### src/rtl/activation_pkg.sv
// Shared definitions for the activation lookup initiator: FSM encoding, function
// select codes and the fixed-point formats of the sum and activation value.
package activation_pkg;

   localparam logic [2:0] ST_IDLE   = 3'd0;
   localparam logic [2:0] ST_ISSUE  = 3'd1;
   localparam logic [2:0] ST_SETTLE = 3'd2;
   localparam logic [2:0] ST_POLL   = 3'd3;
   localparam logic [2:0] ST_OUT    = 3'd4;

   localparam logic FUNC_SIGMOID = 1'b0;
   localparam logic FUNC_TANH    = 1'b1;

   // Neuron sums are Q5.11, activation values are Q2.14.
   localparam int SUM_FRAC_BITS = 11;
   localparam int ACT_FRAC_BITS = 14;

endpackage

### src/rtl/act_req_fifo.sv
// Request buffer between the accumulators and the lookup FSM: a synchronous
// power-of-two FIFO of {func, sum} entries with full/empty flags.
module act_req_fifo #(
   parameter int WIDTH = 17,
   parameter int DEPTH = 4
)(
   input  logic             clock,
   input  logic             reset,
   input  logic             push,
   input  logic [WIDTH-1:0] push_data,
   input  logic             pop,
   output logic [WIDTH-1:0] pop_data,
   output logic             full,
   output logic             empty
);

   localparam int AW = $clog2(DEPTH);
   localparam logic [AW:0] FULL_COUNT = (AW+1)'(DEPTH);

   logic [WIDTH-1:0] mem [DEPTH];
   logic [AW-1:0]    wr_ptr;
   logic [AW-1:0]    rd_ptr;
   logic [AW:0]      count;
   logic             do_push;
   logic             do_pop;

   assign full     = (count == FULL_COUNT);
   assign empty    = (count == '0);
   assign do_push  = push && !full;
   assign do_pop   = pop && !empty;
   assign pop_data = mem[rd_ptr];

   // Pointers wrap naturally because DEPTH is a power of two.
   always_ff @(posedge clock) begin
      if (reset) begin
         wr_ptr <= '0;
         rd_ptr <= '0;
         count  <= '0;
      end else begin
         if (do_push) wr_ptr <= wr_ptr + AW'(1);
         if (do_pop)  rd_ptr <= rd_ptr + AW'(1);
         case ({do_push, do_pop})
            2'b10:   count <= count + (AW+1)'(1);
            2'b01:   count <= count - (AW+1)'(1);
            default: count <= count;
         endcase
      end
   end

   always_ff @(posedge clock) begin
      if (do_push) mem[wr_ptr] <= push_data;
   end

endmodule

### src/rtl/activation_request_sequencer.sv
// Issues buffered neuron sums to the tag-check activation unit one at a time and returns
// results in order on a valid/ready stream. Define ACT_TIMEOUT_EN to abort stuck lookups.
module activation_request_sequencer
   import activation_pkg::*;
#(
   parameter int DATAWIDTH      = 16,
   parameter int FIFO_DEPTH     = 4,
   parameter int SETTLE_CYCLES  = 4,
   parameter int TIMEOUT_CYCLES = 64
)(
   input  logic                 clock,
   input  logic                 reset,
   input  logic                 in_valid,
   output logic                 in_ready,
   input  logic [DATAWIDTH-1:0] in_sum,
   input  logic                 in_func,
   output logic [DATAWIDTH-1:0] act_sum,
   output logic                 act_func,
   input  logic [DATAWIDTH-1:0] act_value,
   input  logic [DATAWIDTH-1:0] act_tag,
   output logic                 out_valid,
   input  logic                 out_ready,
   output logic [DATAWIDTH-1:0] out_value,
   output logic [DATAWIDTH-1:0] out_sum,
   output logic                 out_err,
   output logic                 busy
);

   localparam int CNT_MAX = (SETTLE_CYCLES > TIMEOUT_CYCLES) ? SETTLE_CYCLES : TIMEOUT_CYCLES;
   localparam int CW      = $clog2(CNT_MAX + 1);
   localparam logic [CW-1:0] SETTLE_LAST = CW'(SETTLE_CYCLES - 1);
`ifdef ACT_TIMEOUT_EN
   localparam logic [CW-1:0] TIMEOUT_LAST = CW'(TIMEOUT_CYCLES - 1);
`endif

   logic [2:0]         state;
   logic [CW-1:0]      cnt;
   logic               fifo_full;
   logic               fifo_empty;
   logic               fifo_pop;
   logic [DATAWIDTH:0] fifo_head;

   act_req_fifo #(
      .WIDTH (DATAWIDTH + 1),
      .DEPTH (FIFO_DEPTH)
   ) u_fifo (
      .clock     (clock),
      .reset     (reset),
      .push      (in_valid && in_ready),
      .push_data ({in_func, in_sum}),
      .pop       (fifo_pop),
      .pop_data  (fifo_head),
      .full      (fifo_full),
      .empty     (fifo_empty)
   );

   assign in_ready = !fifo_full;
   assign fifo_pop = (state == ST_ISSUE);
   assign busy     = !fifo_empty || (state != ST_IDLE);

`ifdef ACT_TIMEOUT_EN
   logic err_q;
   assign out_err = err_q;
`else
   assign out_err = 1'b0;
`endif

   // ISSUE is only entered with a non-empty FIFO, so the pop there always takes the head.
   // The same counter times the settle window and, when enabled, the poll timeout.
   always_ff @(posedge clock) begin
      if (reset) begin
         state     <= ST_IDLE;
         cnt       <= '0;
         act_sum   <= '0;
         act_func  <= FUNC_SIGMOID;
         out_valid <= 1'b0;
         out_value <= '0;
         out_sum   <= '0;
`ifdef ACT_TIMEOUT_EN
         err_q     <= 1'b0;
`endif
      end else begin
         case (state)
            ST_IDLE: begin
               if (!fifo_empty) state <= ST_ISSUE;
            end
            ST_ISSUE: begin
               act_sum  <= fifo_head[DATAWIDTH-1:0];
               act_func <= fifo_head[DATAWIDTH];
               cnt      <= '0;
               state    <= ST_SETTLE;
            end
            ST_SETTLE: begin
               if (cnt == SETTLE_LAST) begin
                  cnt   <= '0;
                  state <= ST_POLL;
               end else begin
                  cnt <= cnt + CW'(1);
               end
            end
            ST_POLL: begin
               if (act_tag != '0) begin
                  out_value <= act_value;
                  out_sum   <= act_sum;
                  out_valid <= 1'b1;
`ifdef ACT_TIMEOUT_EN
                  err_q     <= 1'b0;
`endif
                  state     <= ST_OUT;
               end
`ifdef ACT_TIMEOUT_EN
               else if (cnt == TIMEOUT_LAST) begin
                  out_value <= '0;
                  out_sum   <= act_sum;
                  out_valid <= 1'b1;
                  err_q     <= 1'b1;
                  state     <= ST_OUT;
               end else begin
                  cnt <= cnt + CW'(1);
               end
`endif
            end
            ST_OUT: begin
               if (out_ready) begin
                  out_valid <= 1'b0;
                  state     <= fifo_empty ? ST_IDLE : ST_ISSUE;
               end
            end
            default: state <= ST_IDLE;
         endcase
      end
   end

endmodule

### config.mk
export PLATFORM = sky130hd
export DESIGN_NAME = activation_request_sequencer
export DESIGN_NICKNAME = d
export VERILOG_FILES = /design/src/rtl/activation_pkg.sv /design/src/rtl/act_req_fifo.sv /design/src/rtl/activation_request_sequencer.sv
export SDC_FILE = /design/constraint.sdc
export NUM_CORES = 1
export LEC_CHECK = 0
export ABC_AREA = 1
export BUFFER_PORTS_ARGS = -buffer_cell sky130_fd_sc_hd__buf_4
export CAP_MARGIN = 20
export CELL_PAD_IN_SITES_DETAIL_PLACEMENT = 1
export CELL_PAD_IN_SITES_GLOBAL_PLACEMENT = 1
export CORE_MARGIN = 4
export CORE_UTILIZATION = 42
export CTS_CLUSTER_DIAMETER = 40
export DETAILED_ROUTE_END_ITERATION = 7
export MAX_ROUTING_LAYER = met4
export PLACE_DENSITY = 0.78
export SETUP_SLACK_MARGIN = 0.5
export SYNTH_ARGS = -nofsm -noshare
export SYNTH_HDL_FRONTEND = slang
export SYNTH_SLANG_ARGS = --single-unit
export TNS_END_PERCENT = 10
### constraint.sdc
create_clock -name clock -period 2.1 [get_ports clock]
set_input_delay 0.42 -clock clock [delete_from_list [all_inputs] [get_ports clock]]
set_output_delay 0.42 -clock clock [all_outputs]
set_load 0.02 [all_outputs]
==> results.py, run 1 <==
metrics = {
    "cts": {
        "h-tree-depth": 4,
        "clock_path_buffers": 2,
        "root_buffer": "clkbuf_16",
        "clk_pin_slew_ps": 60,
        "cts_tree": "done",
        "clk-insertion-delay-late_ps": 420,
        "clock-sinks": 135,
        "cts_made_buffers": 17,
    },
    "logic_synthesis": {
        "synth_fp_nets": 605,
        "ys_warn_count": 0,
        "synth_cell_type_count": 32,
        "synth_common_cells": "126 x nor2_1, 79 x o21ai_0, 68 x edfxtp_1, 67 x dfxtp_1, 57 x inv_1",
        "yosys-top-cells-area": "edfxtp_1 38%, dfxtp_1 25%, nor2_1 8.9%",
        "synth_edf_count": 68,
        "ys_seq_area_share_pct": 63.77,
        "synth-main-ff-cell": "edfxtp_1",
        "yosysMostFrequentCell": "nor2_1",
        "synth_top_area_share_pct": 38.49,
        "syn-cell-area_sq_um": 5305,
        "netlist_instances": 545,
        "avgSynthCellArea_sq_um": 9.734,
        "synthArstFlopShare_pct": 0,
        "synth_largest_area_cell": "edfxtp_1",
        "yosys_register_bits": 135,
    },
    "route": {
        "drtAntennaViolNets": 0,
        "viasPerCell": 4.931,
        "dr.pass1.iters": 4,
        "drt_iter0_drc": 206,
        "drc": 0,
        "wl_per_cell_microns": 15.73,
        "vias": 4167,
        "drt_wl_total_microns": 13290,
    },
    "timing": {
        "post-route-min-period_ps": 1773,
        "setup_violations": 0,
        "fin_tns_setup_ps": 0,
        "rsz0062_at_grt": "true",
        "maxSlewViolCount": 0,
        "max_freq_mhz": 563.9,
        "skew_ps": 5.867,
        "period_share_pct": 84.45,
        "worst_pin_slew_ps": 527.2,
        "hold_violations": 0,
        "relSlewSlack_pct": 64.82,
    },
    "setup_path": {
        "critPathMaxFanout": 6,
        "cp-start-kind": "flop",
        "slowest_stage": "dfxtp_4",
        "crit_arrival_ps": 2080,
        "worst-path-buf-inv": 2,
        "path_cells": "inv_4 -> nand3_4 -> a31oi_4 -> ha_2 -> inv_2 -> fa_2 -> a21oi_2 -> o21ai_2 -> o21ai_1 -> a21oi_1",
        "required_ps": 2410,
        "max_stage_delay_ps": 370,
        "critPathTopFamily": "compound AO/OA/AOI/OAI gates",
        "path_class": "reg2reg",
        "cp-end-kind": "flop",
    },
    "run_status": {
        "status": "completed",
    },
    "die": {
        "die_y_microns": 120.4,
        "core_sq_um": 12210,
        "dieArea_sq_um": 14490,
        "start_util_pct": 43.44,
        "io_pins": 106,
        "rows": 40,
        "die_w_microns": 120.4,
    },
    "power_and_ir_drop": {
        "leakage_nw": 2.886,
        "p_per_area_nw_per_um2": 1231,
        "ir_worst_vdd_uv": 746.7,
        "total_power_mw": 8.645,
    },
    "job": {
        "cap_violations": 0,
    },
    "layout": {
        "final_cell_area_sq_um": 7023,
        "num_antenna_cells": 0,
        "fillCellCount": 1377,
        "syn_to_final_growth_pct": 32.38,
        "fin_cells": 845,
        "postLayoutCoreUtil_pct": 57.51,
        "finalNetCount": 724,
        "layout-drive-gt1-share_pct": 27.62,
    },
    "place": {
        "post-dp-hpwl_microns": 8878,
        "io_buffers": 104,
        "placed_cells": 802,
        "post_dp_cell_area_sq_um": 6285,
        "gp_congestion": 0.8239,
    },
    "global_routing": {
        "antenna_found_initial": 0,
        "grt_max_degree": 42,
        "grt_pass1_wl_microns": 21650,
        "grtUsageTotal_pct": 19.62,
        "grt_overflow": 0,
        "grt_pass1_vias": 4393,
    },
    "worst_hold_path": {
        "min_path_type": "in2reg",
    },
}
cell usage in the layout (no fill, tap or decap), types with 5 or more instances in the layout:
master | Yosys | layout
buf_4 | 1 | 126
a21oi_1 | 34 | 33
dfxtp_1 | 67 | 63
ha_1 | 6 | 5
edfxtp_1 | 68 | 68
o21ai_1 | 15 | 17
inv_6 | 0 | 5
clkbuf_16 | 0 | 17
nand2_1 | 20 | 19
o21ai_0 | 79 | 75
o22ai_1 | 17 | 17
nand3_1 | 8 | 6
inv_1 | 57 | 52
nor2_1 | 126 | 125
inv_2 | 5 | 5
repair_timing:
item	CTS	global route
hold buffers	0	0
buffers inserted	7	4
endpoints found under the setup margin	3	45
pin swaps	7	5
resized for setup	8	15
registers in the layout, summed over array words and instances (netlist names):
signal,cells
out_sum,16
cnt,7
act_func,1
state,3
out_valid,1
u_fifo.wr_ptr,2
out_value,16
u_fifo.rd_ptr,2
u_fifo.mem,68
u_fifo.count,3
act_sum,16
layout make-up:
type	instances	area [sq um]	share of cell area [%]
repair buffers	126	945.9	13.47
inverters	62	247.7	3.528
clock inverters	14	172.7	2.459
well taps	168	210.2	2.993
multi-input cells	322	1624	23.12
clock buffers	18	429.2	6.111
flip-flops and latches	135	3393	48.32
final timing paths:
| check | start | endpoint | slack [ps] | cells past startpoint |
|---|---|---|---|---|
| max reg2reg | state[2]$_SDFFE_PP0P_ | u_fifo.count[2]$_SDFFE_PP0P_ | 330 | 10 |
| max | state[2]$_SDFFE_PP0P_ | u_fifo.count[2]$_SDFFE_PP0P_ | 330 | 10 |
| min | in_sum[5] | u_fifo.mem[2][5]$_DFFE_PP_ | 200 | 1 |
| min reg2reg | u_fifo.count[0]$_SDFFE_PP0P_ | u_fifo.count[0]$_SDFFE_PP0P_ | 470 | 1 |
power breakdown:
group	switching [mW]	total, mW	internal, mW
Clock	1.13	3.01	1.88
Sequential	0.235	3.39	3.15
Combinational	1.39	2.25	0.863
kinds of logic (layout without fill, tap and decap cells):
family                   count (synthesis)  in the layout  share of synthesized area, %
other                                    1              1                       0.07069
AND/OR/NAND/NOR                        163            163                         12.43
adder cells (fa/ha/maj)                  7              7                         1.792
buffers and inverters                   88            220                         6.863
flip-flops                             135            135                         63.77
AO/OA/AOI/OAI                          150            150                         14.91
XOR/XNOR                                 1              1                        0.1651
layer usage:
metal,GRT usage (%),part of all wire (%),up-vias
met5,-,0,-
met4,7.295,2.1,0
met3,4.818,5.2,22
met2,32.13,49,111
met1,23.65,44,1959
li1,-,-,2075
stage by stage:
step                      hold WS [ps]  worst slack, ps
final                            199.9            326.6
after global routing             183.5            182.1
after CTS                        184.1            304.0
after detailed placement         475.6            209.5
after global placement           456.9            306.9
after floorplan                  442.3            325.4
(Power assumes the default switching activity.)
==> run 2: changes to the inputs <==
--- a/config.mk
+++ b/config.mk
@@ -5,17 +5,17 @@
 export SDC_FILE = /design/constraint.sdc
 export NUM_CORES = 1
 export LEC_CHECK = 0
-export ABC_AREA = 1
+export ABC_AREA = 0
 export BUFFER_PORTS_ARGS = -buffer_cell sky130_fd_sc_hd__buf_4
 export CAP_MARGIN = 20
 export CELL_PAD_IN_SITES_DETAIL_PLACEMENT = 1
 export CELL_PAD_IN_SITES_GLOBAL_PLACEMENT = 1
 export CORE_MARGIN = 4
-export CORE_UTILIZATION = 42
+export CORE_UTILIZATION = 40
 export CTS_CLUSTER_DIAMETER = 40
 export DETAILED_ROUTE_END_ITERATION = 7
 export MAX_ROUTING_LAYER = met4
-export PLACE_DENSITY = 0.78
+export PLACE_DENSITY = 0.74
 export SETUP_SLACK_MARGIN = 0.5
 export SYNTH_ARGS = -nofsm -noshare
 export SYNTH_HDL_FRONTEND = slang
==> constraint.sdc (replaced) <==
create_clock -name clock -period 1.55 [get_ports clock]
set_input_delay 0.31 -clock clock [delete_from_list [all_inputs] [get_ports clock]]
set_output_delay 0.31 -clock clock [all_outputs]
set_load 0.02 [all_outputs]
==> results.py, run 2 <==
metrics = {
    "global_routing": {
        "grt_overflow": 0,
        "grtUsageTotal_pct": 21.06,
        "antenna_found_initial": 0,
        "grt_pass1_vias": 4284,
        "grt_max_degree": 38,
        "grt_pass1_wl_microns": 23100,
    },
    "timing": {
        "period_share_pct": 139.9,
        "setup_violations": 103,
        "post-route-min-period_ps": 2169,
        "maxSlewViolCount": 0,
        "skew_ps": 5.769,
        "hold_violations": 0,
        "fin_ws_ps": -619.1,
        "max_freq_mhz": 461.0,
        "rsz0062_at_grt": "true",
        "fin_tns_setup_ps": -38740,
    },
    "setup_path": {
        "path_cells": "or3b_4 -> and2_4 -> inv_4 -> ha_4 -> inv_2 -> fa_2 -> xor2_1 -> or3_1 -> a21oi_2",
        "r2r_setup_slack_ps": -620,
        "timing.rr.end": "u_fifo.count[2]$_SDFFE_PP0P_",
        "required_ps": 1890,
        "critPathTopFamily": "simple AND/OR/NAND/NOR gates",
        "path_class": "reg2reg",
        "cp-start-kind": "flop",
        "max_stage_delay_ps": 390,
        "crit_arrival_ps": 2510,
        "slowest_stage": "or3b_4",
        "critPathMaxFanout": 2,
        "critical_path.reg2reg.startpoint": "u_fifo.count[2]$_SDFFE_PP0P_",
        "worst-path-buf-inv": 2,
        "r2r_cells": 9,
        "cp-end-kind": "flop",
    },
    "place": {
        "pre_cts_slack_ps": -566.9,
        "post_dp_cell_area_sq_um": 6590,
        "post-dp-hpwl_microns": 8743,
        "gp_congestion": 0.7535,
        "io_buffers": 104,
        "placed_cells": 684,
    },
    "cts": {
        "cts_tree": "done",
        "clk_pin_slew_ps": 60,
        "cts_hold_buf": 0,
        "clk-insertion-delay-late_ps": 420,
        "root_buffer": "clkbuf_16",
        "clock-sinks": 135,
        "h-tree-depth": 4,
        "clock_path_buffers": 2,
        "cts_made_buffers": 17,
    },
    "route": {
        "dr.pass1.iters": 5,
        "wl_per_cell_microns": 20.51,
        "vias": 3775,
        "drtAntennaViolNets": 0,
        "viasPerCell": 5.129,
        "drt_iter0_drc": 158,
        "drc": 0,
        "drt_wl_total_microns": 15090,
    },
    "die": {
        "core_sq_um": 12820,
        "io_pins": 106,
        "dieArea_sq_um": 15190,
        "start_util_pct": 41.43,
        "die_y_microns": 123.3,
        "die_w_microns": 123.3,
        "rows": 41,
    },
    "worst_hold_path": {
        "hold_path_end": "u_fifo.mem[2][3]$_DFFE_PP_",
        "hold_path_depth": 1,
        "min_path_type": "in2reg",
        "min_from": "in_sum[3]",
    },
    "logic_synthesis": {
        "synth_cell_type_count": 44,
        "yosysMostFrequentCell": "edfxtp_1",
        "ys_warn_count": 0,
        "synthArstFlopShare_pct": 0,
        "synth-main-ff-cell": "edfxtp_1",
        "netlist_instances": 393,
        "synth_largest_area_cell": "edfxtp_1",
        "syn-cell-area_sq_um": 5314,
        "synth_top_area_share_pct": 38.43,
        "synth_edf_count": 68,
        "yosys_register_bits": 135,
        "ys_seq_area_share_pct": 63.67,
        "synth_common_cells": "68 x edfxtp_1, 67 x dfxtp_1, 49 x nor2_1, 38 x nand2_1, 32 x mux2i_1",
        "synth_fp_nets": 453,
        "yosys-top-cells-area": "edfxtp_1 38%, dfxtp_1 25%, mux4_2 7.2%",
        "avgSynthCellArea_sq_um": 13.52,
    },
    "power_and_ir_drop": {
        "p_per_area_nw_per_um2": 1379,
        "leakage_nw": 2.892,
        "ir_worst_vdd_uv": 1154,
    },
    "layout": {
        "finalNetCount": 611,
        "final_cell_area_sq_um": 7795,
        "largest_reg_flops": 68,
        "num_antenna_cells": 0,
        "layout_commonest_cell": "buf_4",
        "layout-drive-gt1-share_pct": 48.94,
        "syn_to_final_growth_pct": 46.69,
        "fillCellCount": 1252,
        "final_cell_mix": "90 x buf_4, 68 x edfxtp_1, 60 x buf_6",
        "fin_cells": 736,
        "regMostFlops": "u_fifo.mem",
    },
    "run_status": {
        "status": "complete, but fails checks",
        "violations": "negative setup slack",
    },
    "job": {
        "cap_violations": 0,
    },
}
==> run 2: repair_timing <==
action	CTS	global route
endpoints found under the setup margin	187	187
pin swaps	38	12
gates resized for setup	96	28
buffers inserted	15	3
gates cloned	2	0
==> run 2: layout make-up <==
type | instances | area (sq um) | area share [%]
inverter | 8 | 32.53 | 0.4173
clock inverter | 11 | 155.1 | 1.990
timing repair buffer | 160 | 1569 | 20.13
clock buffer | 21 | 450.4 | 5.778
multi-input combinational | 229 | 1953 | 25.06
sequential | 135 | 3420 | 43.87
tap | 172 | 215.2 | 2.761
==> run 2: layer usage <==
metal	global-route usage (%)	up-vias	part of all wire, %
li1	-	1751	-
met1	23.50	1896	40
met2	36.19	98	54
met3	5.169	30	3.9
met4	8.651	0	2.2
met5	-	-	0
==> run 2: worst max path at each step <==
| stage | start | endpoint | cells after the start |
|---|---|---|---|
| 2_1_floorplan | u_fifo.count[1]$_SDFFE_PP0P_ | u_fifo.count[2]$_SDFFE_PP0P_ | 9 |
| 3_3_place_gp | u_fifo.count[1]$_SDFFE_PP0P_ | u_fifo.count[2]$_SDFFE_PP0P_ | 9 |
| 3_5_place_dp | u_fifo.count[1]$_SDFFE_PP0P_ | u_fifo.count[2]$_SDFFE_PP0P_ | 9 |
| 4_1_cts | u_fifo.count[1]$_SDFFE_PP0P_ | u_fifo.count[2]$_SDFFE_PP0P_ | 9 |
| 5_1_grt | u_fifo.count[2]$_SDFFE_PP0P_ | u_fifo.count[2]$_SDFFE_PP0P_ | 9 |
| 6_report | u_fifo.count[2]$_SDFFE_PP0P_ | u_fifo.count[2]$_SDFFE_PP0P_ | 9 |
==> run 2: cells by family after synthesis <==
family | count (synthesis) | synth area share [%]
AO/OA/AOI/OAI | 40 | 4.921
XOR/XNOR | 9 | 1.483
adder cells (fa/ha/maj) | 7 | 1.789
buffers and inverters | 29 | 2.896
flip-flops | 135 | 63.67
multiplexers | 49 | 13.23
other | 1 | 0.07057
AND/OR/NAND/NOR | 123 | 11.94
==> run 2: per-stage QoR <==
stage	power [mW]	utilization (%)	hold slack (ps)
finish	10.75	60.78	93.26
global route	11.18	60.78	81.23
CTS	10.60	59.78	76.21
detailed placement	6.078	51.39	475.9
global placement	5.981	51.39	464.5
floorplan	5.229	-	408.9
==> run 2: power by group <==
group	switching [mW]	total [mW]	internal, mW
sequential	0.180	4.23	4.05
combinational	1.18	2.34	1.16
clock	1.47	4.18	2.71
==> run 3: changes to the inputs <==
--- a/config.mk
+++ b/config.mk
@@ -6,16 +6,16 @@
 export NUM_CORES = 1
 export LEC_CHECK = 0
 export ABC_AREA = 0
-export BUFFER_PORTS_ARGS = -buffer_cell sky130_fd_sc_hd__buf_4
+export BUFFER_PORTS_ARGS = -buffer_cell sky130_fd_sc_hd__buf_2
 export CAP_MARGIN = 20
 export CELL_PAD_IN_SITES_DETAIL_PLACEMENT = 1
 export CELL_PAD_IN_SITES_GLOBAL_PLACEMENT = 1
 export CORE_MARGIN = 4
-export CORE_UTILIZATION = 40
+export CORE_UTILIZATION = 47
 export CTS_CLUSTER_DIAMETER = 40
 export DETAILED_ROUTE_END_ITERATION = 7
 export MAX_ROUTING_LAYER = met4
-export PLACE_DENSITY = 0.74
+export PLACE_DENSITY = 0.82
 export SETUP_SLACK_MARGIN = 0.5
 export SYNTH_ARGS = -nofsm -noshare
 export SYNTH_HDL_FRONTEND = slang
==> constraint.sdc (replaced) <==
create_clock -name clock -period 2.7 [get_ports clock]
set_input_delay 0.54 -clock clock [delete_from_list [all_inputs] [get_ports clock]]
set_output_delay 0.54 -clock clock [all_outputs]
set_load 0.02 [all_outputs]
==> results.py, run 3 (synthesis gave the netlist of run 2 again) <==
metrics = {
    "global_routing": {
        "grt_overflow": 0,
        "grt_max_degree": 38,
        "grt_pass1_wl_microns": 20530,
        "grt_pass1_vias": 3955,
        "antenna_found_initial": 0,
        "grtUsageTotal_pct": 21.40,
    },
    "layout": {
        "regMostFlops": "u_fifo.mem",
        "final_cell_mix": "104 x buf_2, 68 x edfxtp_1, 64 x dfxtp_1",
        "syn_to_final_growth_pct": 26.87,
        "num_antenna_cells": 0,
        "largest_reg_flops": 68,
        "postLayoutCoreUtil_pct": 61.65,
        "layout-drive-gt1-share_pct": 35.81,
        "fillCellCount": 1090,
        "multiInputGateArea_sq_um": 1810,
        "finalNetCount": 572,
        "register_area_sq_um": 3387,
        "layout_commonest_cell": "buf_2",
    },
    "power_and_ir_drop": {
        "swShare_pct": 25.75,
        "p_per_area_nw_per_um2": 883.2,
        "p_seq_share_pct": 40.4,
        "leakage_nw": 2.552,
        "power.internal_mw": 4.421,
        "p_clk_share_pct": 44.0,
        "ir_worst_vdd_uv": 582.8,
        "power.switching_mw": 1.533,
        "p_comb_share_pct": 15.6,
    },
    "run_status": {
        "status": "completed",
    },
    "setup_path": {
        "critical_path.reg2reg.startpoint": "u_fifo.count[1]$_SDFFE_PP0P_",
        "required_ps": 3040,
        "critPathMaxFanout": 3,
        "crit_arrival_ps": 2510,
        "worst-path-buf-inv": 2,
        "max_stage_delay_ps": 400,
        "r2r_setup_slack_ps": 530,
        "cp-start-kind": "flop",
        "r2r_cells": 9,
        "timing.rr.end": "u_fifo.count[2]$_SDFFE_PP0P_",
        "path_cells": "or3b_4 -> and2_4 -> inv_4 -> ha_4 -> inv_2 -> fa_2 -> xor2_1 -> or3_1 -> a21oi_2",
        "path_class": "reg2reg",
        "cp-end-kind": "flop",
        "slowest_stage": "or3b_4",
        "critPathTopFamily": "simple AND/OR/NAND/NOR gates",
    },
    "route": {
        "viasPerCell": 5.355,
        "vias": 3561,
        "drt_iter0_drc": 164,
        "drtAntennaViolNets": 0,
        "dr.pass1.iters": 4,
        "drt_wl_total_microns": 13040,
        "drc": 0,
        "wl_per_cell_microns": 19.60,
    },
    "die": {
        "io_pins": 106,
        "dieArea_sq_um": 13070,
        "start_util_pct": 48.59,
        "core_sq_um": 10940,
        "die_w_microns": 114.3,
        "rows": 38,
        "die_y_microns": 114.3,
    },
    "timing": {
        "max_freq_mhz": 460.7,
        "relSlewSlack_pct": 32.31,
        "fin_tns_setup_ps": 0,
        "post-route-min-period_ps": 2170,
        "hold_violations": 0,
        "setup_violations": 0,
        "period_share_pct": 80.38,
        "skew_ps": 7.068,
        "worst_pin_slew_ps": 1015,
        "maxSlewViolCount": 0,
        "rsz0062_at_grt": "true",
    },
    "cts": {
        "cts_tree": "done",
        "clk_pin_slew_ps": 60,
        "cts_hold_buf": 0,
        "clock-sinks": 135,
        "root_buffer": "clkbuf_16",
        "clk-insertion-delay-late_ps": 410,
        "clock_path_buffers": 2,
        "cts_made_buffers": 17,
        "h-tree-depth": 4,
    },
    "job": {
        "cap_violations": 0,
    },
    "place": {
        "post-dp-hpwl_microns": 8212,
        "gp_congestion": 0.7493,
        "io_buffers": 104,
    },
    "worst_hold_path": {
        "hold_path_end": "u_fifo.mem[1][10]$_DFFE_PP_",
        "hold_path_depth": 1,
        "min_from": "in_sum[10]",
        "min_path_type": "in2reg",
    },
}
run 3: timing repair:
item	in CTS	in global routing
gates resized for setup	2	6
buffers inserted	1	6
setup endpoints to repair	1	1
pin swaps	1	6
run 3: how the worst max path moves through the flow:
stage | from | end | slack [ps] | cells after the start
after floorplan | u_fifo.count[2]$_SDFFE_PP0P_ | u_fifo.count[2]$_SDFFE_PP0P_ | 540 | 9
after global placement | u_fifo.count[2]$_SDFFE_PP0P_ | u_fifo.count[2]$_SDFFE_PP0P_ | 530 | 9
after detailed placement | u_fifo.count[2]$_SDFFE_PP0P_ | u_fifo.count[2]$_SDFFE_PP0P_ | 460 | 9
after CTS | u_fifo.count[0]$_SDFFE_PP0P_ | u_fifo.count[2]$_SDFFE_PP0P_ | 500 | 9
after global routing | u_fifo.count[1]$_SDFFE_PP0P_ | u_fifo.count[2]$_SDFFE_PP0P_ | 440 | 9
final | u_fifo.count[1]$_SDFFE_PP0P_ | u_fifo.count[2]$_SDFFE_PP0P_ | 530 | 9
run 3: layout make-up:
cell class / count / area share, %
Clock inverter: 14 / 3.656
Tap cell: 140 / 2.598
Sequential cell: 135 / 50.24
Multi-Input combinational cell: 229 / 26.86
Inverter: 8 / 0.4826
Clock buffer: 18 / 6.366
Timing Repair Buffer: 121 / 9.800
run 3: power by group through the flow:
| stage | combinational (mW) | clock, mW | sequential (mW) |
|---|---|---|---|
| 2_1_floorplan | 0.514 | 0 | 2.48 |
| 3_3_place_gp | 0.845 | 0 | 2.43 |
| 3_5_place_dp | 0.876 | 0 | 2.44 |
| 4_1_cts | 0.899 | 2.66 | 2.41 |
| 5_1_grt | 1.01 | 2.77 | 2.42 |
| 6_report | 0.928 | 2.62 | 2.40 |
run 3: through the flow:
stage	area (sq um)	power, mW	hold slack [ps]	worst slack (ps)	std cells
after global placement	5991	3.271	451.5	530.4	626
after global routing	6741	6.207	328.7	442.1	665
after CTS	6676	5.965	330.9	501.5	659
after detailed placement	5991	3.316	467.2	458.5	626
final	6741	5.954	345.2	529.6	665
after floorplan	5331	2.995	439.3	539.3	393
run 3: layer usage:
layer	GRT usage (%)	part of all wire [%]
met3	5.497	6.2
met2	37.00	51
met4	7.047	1.4
met5	-	0
met1	24.28	41
